--- config.mk ---
export PLATFORM = sky130hd
export DESIGN_NAME = neuron_mac_accum
export DESIGN_NICKNAME = d
export VERILOG_FILES = /design/src/rtl/nn_fixed_pkg.sv /design/src/rtl/neuron_round_sat.sv /design/src/rtl/neuron_mac_accum.sv
export SDC_FILE = /design/constraint.sdc
export NUM_CORES = 1
export LEC_CHECK = 0
export BUFFER_PORTS_ARGS = -buffer_cell sky130_fd_sc_hd__buf_2
export CORE_MARGIN = 3
export CORE_UTILIZATION = 50
export CTS_CLUSTER_SIZE = 30
export DETAILED_ROUTE_END_ITERATION = 10
export GPL_ROUTABILITY_DRIVEN = 0
export GPL_TIMING_DRIVEN = 0
export PLACE_DENSITY = 0.79
export SLEW_MARGIN = 20
export SYNTH_ARGS = -nofsm -noshare
export SYNTH_HDL_FRONTEND = slang
export SYNTH_HIERARCHICAL = 1
export SYNTH_SLANG_ARGS = --single-unit
--- constraint.sdc ---
create_clock -name clk -period 7.85 [get_ports clk]
set_input_delay 0 -clock clk [delete_from_list [all_inputs] [get_ports clk]]
set_output_delay 0 -clock clk [all_outputs]
set_load 0.03 [all_outputs]
--- src/rtl/nn_fixed_pkg.sv ---
// Fixed-point types, widths and FSM states shared by the neuron pre-activation datapath.
// Optional build macro NEURON_ROUND_EN is consumed by neuron_round_sat.
package nn_fixed_pkg;

  localparam int INT_SIZE     = 3;
  localparam int FRC_SIZE     = 8;
  localparam int N_INPUTS_DEF = 8;
  localparam int W            = INT_SIZE + FRC_SIZE;

  // Two guard bits on top of the product-sum growth keep bias and rounding from overflowing.
  function automatic int acc_width(input int n);
    return 2 * W + $clog2(n) + 2;
  endfunction

  localparam int AW = acc_width(N_INPUTS_DEF);

  typedef logic signed [W-1:0] fix_t;

  typedef enum logic [1:0] {
    IDLE,
    ACCUM,
    OUTPUT
  } state_t;

  localparam fix_t FIX_MAX = {1'b0, {(W-1){1'b1}}};
  localparam fix_t FIX_MIN = {1'b1, {(W-1){1'b0}}};

endpackage

--- src/rtl/neuron_round_sat.sv ---
// Rescales the wide accumulator to Q(INT_SIZE).(FRC_SIZE) and clamps it to the output range.
// Define NEURON_ROUND_EN for round-half-up; otherwise the shift truncates toward -inf.
module neuron_round_sat
  import nn_fixed_pkg::*;
#(
  parameter int ACC_W = AW
) (
  input  logic signed [ACC_W-1:0] acc,
  output logic signed [W-1:0]     y,
  output logic                    sat
);

  localparam logic signed [ACC_W-1:0] MAX_EXT = ACC_W'(FIX_MAX);
  localparam logic signed [ACC_W-1:0] MIN_EXT = ACC_W'(FIX_MIN);

  logic signed [ACC_W-1:0] adjusted;
  logic signed [ACC_W-1:0] shifted;

`ifdef NEURON_ROUND_EN
  localparam logic signed [ACC_W-1:0] HALF_LSB = ACC_W'(1) << (FRC_SIZE - 1);
  assign adjusted = acc + HALF_LSB;
`else
  assign adjusted = acc;
`endif

  assign shifted = adjusted >>> FRC_SIZE;

  // NOTE: every output gets a default first, so no path through this block can infer a latch.
  always_comb begin
    y   = shifted[W-1:0];
    sat = 1'b0;
    if (shifted > MAX_EXT) begin
      y   = FIX_MAX;
      sat = 1'b1;
    end else if (shifted < MIN_EXT) begin
      y   = FIX_MIN;
      sat = 1'b1;
    end
  end

endmodule

--- src/rtl/neuron_mac_accum.sv ---
// Sequential dot product of N_INPUTS (x,w) beats plus bias; the saturated result feeds tanh_function.X.
// Rounding mode is selected at build time by NEURON_ROUND_EN (see neuron_round_sat).
module neuron_mac_accum
  import nn_fixed_pkg::*;
#(
  parameter int N_INPUTS = N_INPUTS_DEF
) (
  input  logic                clk,
  input  logic                rst,
  input  logic                start,
  input  logic signed [W-1:0] bias,
  output logic                busy,
  input  logic                in_valid,
  output logic                in_ready,
  input  logic signed [W-1:0] in_x,
  input  logic signed [W-1:0] in_w,
  output logic                out_valid,
  input  logic                out_ready,
  output logic signed [W-1:0] out_y,
  output logic                out_sat
);

  localparam int ACC_W = acc_width(N_INPUTS);
  localparam int CNT_W = (N_INPUTS > 1) ? $clog2(N_INPUTS) : 1;
  localparam logic [CNT_W-1:0] LAST = CNT_W'(N_INPUTS - 1);

  state_t                  state;
  state_t                  state_next;
  logic signed [ACC_W-1:0] acc;
  logic signed [ACC_W-1:0] acc_sum;
  logic        [CNT_W-1:0] cnt;
  logic signed [2*W-1:0]   product;
  logic                    beat;
  logic                    last_beat;
  logic signed [W-1:0]     rs_y;
  logic                    rs_sat;

  assign product   = in_x * in_w;
  assign acc_sum   = acc + ACC_W'(product);
  assign beat      = in_valid && in_ready;
  assign last_beat = beat && (cnt == LAST);

  // The final beat is folded in combinationally so the result registers on the same edge.
  neuron_round_sat #(
    .ACC_W(ACC_W)
  ) u_round_sat (
    .acc(acc_sum),
    .y  (rs_y),
    .sat(rs_sat)
  );

  always_comb begin
    state_next = state;
    busy       = 1'b0;
    in_ready   = 1'b0;
    out_valid  = 1'b0;
    unique case (state)
      IDLE: begin
        if (start) state_next = ACCUM;
      end
      ACCUM: begin
        busy     = 1'b1;
        in_ready = 1'b1;
        if (in_valid && (cnt == LAST)) state_next = OUTPUT;
      end
      OUTPUT: begin
        busy      = 1'b1;
        out_valid = 1'b1;
        if (out_ready) state_next = IDLE;
      end
      default: state_next = IDLE;
    endcase
  end

  // NOTE: registers update with non-blocking assignments so every read sees the pre-edge value.
  always_ff @(posedge clk) begin
    if (rst) begin
      state   <= IDLE;
      acc     <= '0;
      cnt     <= '0;
      out_y   <= '0;
      out_sat <= 1'b0;
    end else begin
      state <= state_next;
      if (state == IDLE && start) begin
        acc <= ACC_W'(bias) <<< FRC_SIZE;
        cnt <= '0;
      end
      if (beat) begin
        acc <= acc_sum;
        cnt <= cnt + CNT_W'(1);
      end
      if (last_beat) begin
        out_y   <= rs_y;
        out_sat <= rs_sat;
      end
    end
  end

endmodule

==> results by stage <==
Global route:
- The initial antenna violation count is 0.
- The first-pass GRT wire length is 32100 um.
- The pin count of the biggest net entering global routing is 18.
- The global routing usage summed across all routing layers is 0.213.
- The via count of the first global-routing pass is 6871.
- Summed over all layers, the global routing overflow is 0.

Timing:
- The transition at the pin with the smallest max-transition slack is 0.996 ns.
- The final-report setup violation count is 0.
- The tightest slew margin relative to the limit is 0.336.
- The number of max-slew violations in the final report is 0.
- The hold violation count in the final report is 0.
- Of the available clock period, the critical path in the final layout requires 0.867.
- The worst path needs 6.81 ns of the cycle, external delays included.
- The maximum clock skew at final layout is 0.00727 ns.
- Based on the critical path, the design can be clocked at up to 0.147 GHz.
- The final setup TNS is 0 ns.
- Setup repair after global routing left no endpoint under its margin.

Critical path:
- Setup slack on the worst reg-to-reg path comes out at 1.88 ns.
- The critical path runs through a total of 25 cells.
- The worst register-to-register path has a depth of 23.
- In this run the worst setup path terminates at out_y[9]$_SDFFE_PP0P_.
- In this run the worst path has a maximum fanout of 17.
- The largest individual stage delay along the critical path comes from the cell sky130_fd_sc_hd__and2_1.
- The count of buffering cells on the critical path with inverters included is 7.
- The family of cells with the greatest summed delay on the critical path is adder cells.
- The most frequent cell on the critical path is sky130_fd_sc_hd__fa_1.
- The setup path with the least slack is of type in -> reg.
- The launching element type of the critical path is an input port.
- The reg-to-reg critical path startpoint is acc[7]$_SDFFE_PP0P_.
- The beginning of the critical path is in_x[10].
- The critical path data required time is 8.06 ns.
- The element type at the critical path end is a flop.
- At the worst endpoint, the arrival time is 7.02 ns.
- The stage delay of the slowest cell on the critical path is 0.86 ns.
- The endpoint identified for the worst register-to-register timing path is out_y[9]$_SDFFE_PP0P_.

Clock tree:
- The total number of H-tree levels is 2.
- The clock-pin slew on the worst setup and hold paths is 0.06 ns.
- The master cell of the clock root buffer is sky130_fd_sc_hd__clkbuf_16.
- Clock latency on the worst-skew pair, taken at its later pin, is 0.28 ns.
- TritonCTS built the clock tree.
- In this run the post-CTS setup repair buffer count came out at 0.
- The quantity of gates resized following cts is 0.
- Hold repair after CTS inserted 0 buffers.
- The maximum number of buffers from clock root to sink is 2.
- Clock tree synthesis inserted a total of 5 buffers.
- The clock drives 44 sinks.

Die:
- For this configuration, the core starts out at a cell density of 0.522.
- The number of rows in the core area is 46.
- The count of pins on the block boundary is 53.
- The floorplan step set the die width to 136 um.
- The die covers 0.0185 mm2.
- The floorplan step defined a core boundary enclosing 0.0162 mm2.
- The overall die height is 136 um.

Logic synthesis:
- For this run, the leading register cell type out of synthesis is sky130_fd_sc_hd__dfxtp_1.
- The number of warnings reported in the yosys synthesis log is 6.
- Counting every instance in the synthesized netlist gives 974.
- The total nets after synthesis is 1248.
- The number of distinct library cell variants in the gate-level netlist after synthesis is 51.
- The flip-flop and latch count after synthesis is 44.
- The synthesized area is 0.00844 mm2.
- The post-synthesis average cell area is 8.67 um2.
- The fraction of registers with async set or reset after synthesis is 0.
- The number of enable-type register cells in the synthesized netlist is 0.
- The sequential element share of the synthesized area is 0.104.

Routing:
- The number of remaining DRC errors is 0.
- The detail-routed net length per standard cell is 14.5 um.
- The DRC violation total after the first TritonRoute iteration is 353.
- After detailed routing, the wire length on met1 is 8180 um.
- The number of optimization iterations in the first detailed-route pass is 5.
- The total number of vias is 6426.
- After detailed routing, the number of vias per cell comes to 5.15.
- In this run the remaining antenna-violating nets after routing total 0.
- The amount of wire on met2 after detailed routing is 8880 um.
- The top layer reached by signal wires is met4.
- The sum of routed wire length over all layers is 18000 um.
- Detailed routing placed a total of 722 um of wire on met3.

Outcome:
- The flow ran to the end, and the final reports show no timing, DRC or antenna violations.

Final layout:
- The number of diodes is 0.
- The share of post-route cells with drive strength above 1 is 0.0678.
- The final layout contains 1306 nets.
- The layout overhead on the synthesized area is 7.83%.
- The layout has 1476 filler cells.

Placed design:
- Detailed placement ended at an HPWL of 15900 um.
- Buffers placed on the I/O ports in this run total 51.

Worst hold path:
- The tightest min-delay check is of the in -> reg type.
- The number of instances on the worst hold path is 3.

Job:
- The max capacitance violation total is 0.
-- worst min-delay path: cells and delay by family --
kind,cells,cell delay (ns)
AND/OR/NAND/NOR,1,0.07
buffers and inverters,1,0.10
AO/OA/AOI/OAI,1,0.08
-- synthesized netlist by cell type (2+ instances only) --
library cell,count,share of area
sky130_fd_sc_hd__mux2i_1,3,0.0036
sky130_fd_sc_hd__xnor2_1,20,0.021
sky130_fd_sc_hd__nand2_1,125,0.056
sky130_fd_sc_hd__a21o_1,5,0.0044
sky130_fd_sc_hd__or4_1,2,0.0018
sky130_fd_sc_hd__and4_2,2,0.0024
sky130_fd_sc_hd__nor3_1,5,0.0030
sky130_fd_sc_hd__inv_1,233,0.10
sky130_fd_sc_hd__ha_1,75,0.11
sky130_fd_sc_hd__a2bb2oi_1,10,0.010
sky130_fd_sc_hd__xor2_1,7,0.0073
sky130_fd_sc_hd__o22ai_1,2,0.0015
sky130_fd_sc_hd__dfxtp_1,44,0.10
sky130_fd_sc_hd__o41ai_1,2,0.0021
sky130_fd_sc_hd__a21oi_1,44,0.026
sky130_fd_sc_hd__nor4_1,2,0.0015
sky130_fd_sc_hd__buf_6,2,0.0027
sky130_fd_sc_hd__a211oi_1,2,0.0018
sky130_fd_sc_hd__o21a_1,14,0.012
sky130_fd_sc_hd__clkbuf_1,40,0.018
sky130_fd_sc_hd__nor2_1,39,0.017
sky130_fd_sc_hd__a311oi_1,9,0.0093
sky130_fd_sc_hd__and3_1,3,0.0022
sky130_fd_sc_hd__nor2b_1,9,0.0067
sky130_fd_sc_hd__o211ai_1,3,0.0027
sky130_fd_sc_hd__and2_1,41,0.030
sky130_fd_sc_hd__nand2b_1,6,0.0044
sky130_fd_sc_hd__nand3_1,21,0.012
sky130_fd_sc_hd__o21ai_0,11,0.0065
sky130_fd_sc_hd__fa_1,161,0.38
sky130_fd_sc_hd__nand4_1,2,0.0015
sky130_fd_sc_hd__a22oi_1,10,0.0089
sky130_fd_sc_hd__buf_4,2,0.0018
-- metal layers --
metal,track usage,vias up
li1,-,3084
met1,0.299,3178
met2,0.365,143
met3,0.0196,21
met4,0.0392,0
met5,0,-
-- worst min path at each step --
stage            start                   to
2_1_floorplan  bias[1]  acc[9]$_SDFFE_PP0P_
3_3_place_gp   bias[0]  acc[8]$_SDFFE_PP0P_
3_5_place_dp   bias[0]  acc[8]$_SDFFE_PP0P_
4_1_cts        bias[0]  acc[8]$_SDFFE_PP0P_
5_1_grt        bias[0]  acc[8]$_SDFFE_PP0P_
6_report       bias[0]  acc[8]$_SDFFE_PP0P_
-- stage by stage --
stage                     setup slack (ns)  hold WS, ns  area, um2  cells  utilization
final                                 1.04      0.00747       9100   1248        0.563
after detailed placement             0.790        0.307       8970   1241        0.554
after global routing                 0.511       0.0348       9100   1248        0.563
after global placement                1.01        0.306       8970   1241        0.554
after floorplan                       1.87        0.186       8440    974            -
after CTS                             1.07       0.0108       9100   1248        0.563
-- sequential cells by signal (all words and copies together), names as in the netlist --
register and count:
out_y 11, out_sat 1, state 2, cnt 3, acc 27
-- area by class of cell --
| class | count | area, um2 | share of cell area |
|---|---|---|---|
| Multi-Input combinational cell | 653 | 6500 | 0.714 |
| Sequential cell | 44 | 881 | 0.0968 |
| Inverter | 233 | 875 | 0.0961 |
| Tap cell | 216 | 270 | 0.0297 |
| Timing Repair Buffer | 51 | 255 | 0.0280 |
| Buffer | 44 | 188 | 0.0206 |
| Clock buffer | 6 | 129 | 0.0142 |
| Clock inverter | 1 | 5.00 | 0.000550 |
-- cells in the final DEF, fill, tap and decap left out, types with 11 or more instances in the layout --
| cell | instances |
|---|---|
| sky130_fd_sc_hd__o21ai_0 | 11 |
| sky130_fd_sc_hd__o21a_1 | 14 |
| sky130_fd_sc_hd__ha_1 | 75 |
| sky130_fd_sc_hd__xnor2_1 | 20 |
| sky130_fd_sc_hd__buf_2 | 51 |
| sky130_fd_sc_hd__and2_1 | 40 |
| sky130_fd_sc_hd__nor2_1 | 39 |
| sky130_fd_sc_hd__nand3_1 | 21 |
| sky130_fd_sc_hd__inv_1 | 233 |
| sky130_fd_sc_hd__clkbuf_1 | 41 |
| sky130_fd_sc_hd__nand2_1 | 125 |
| sky130_fd_sc_hd__a21oi_1 | 44 |
| sky130_fd_sc_hd__fa_1 | 161 |
| sky130_fd_sc_hd__dfxtp_1 | 44 |
-- logic make-up after synthesis --
| logic type | synth area share |
|---|---|
| AOI/OAI and AO/OA | 0.0989 |
| xor gates and xnor gates | 0.0280 |
| adders and majority gates | 0.493 |
| buffers and inverters | 0.126 |
| DFF | 0.104 |
| muxes | 0.00489 |
| and+or+nand+nor | 0.145 |
Power is left out: the tool's default activity adds up to more than one toggle a clock period on the data nets, which glitch-free logic cannot reach.
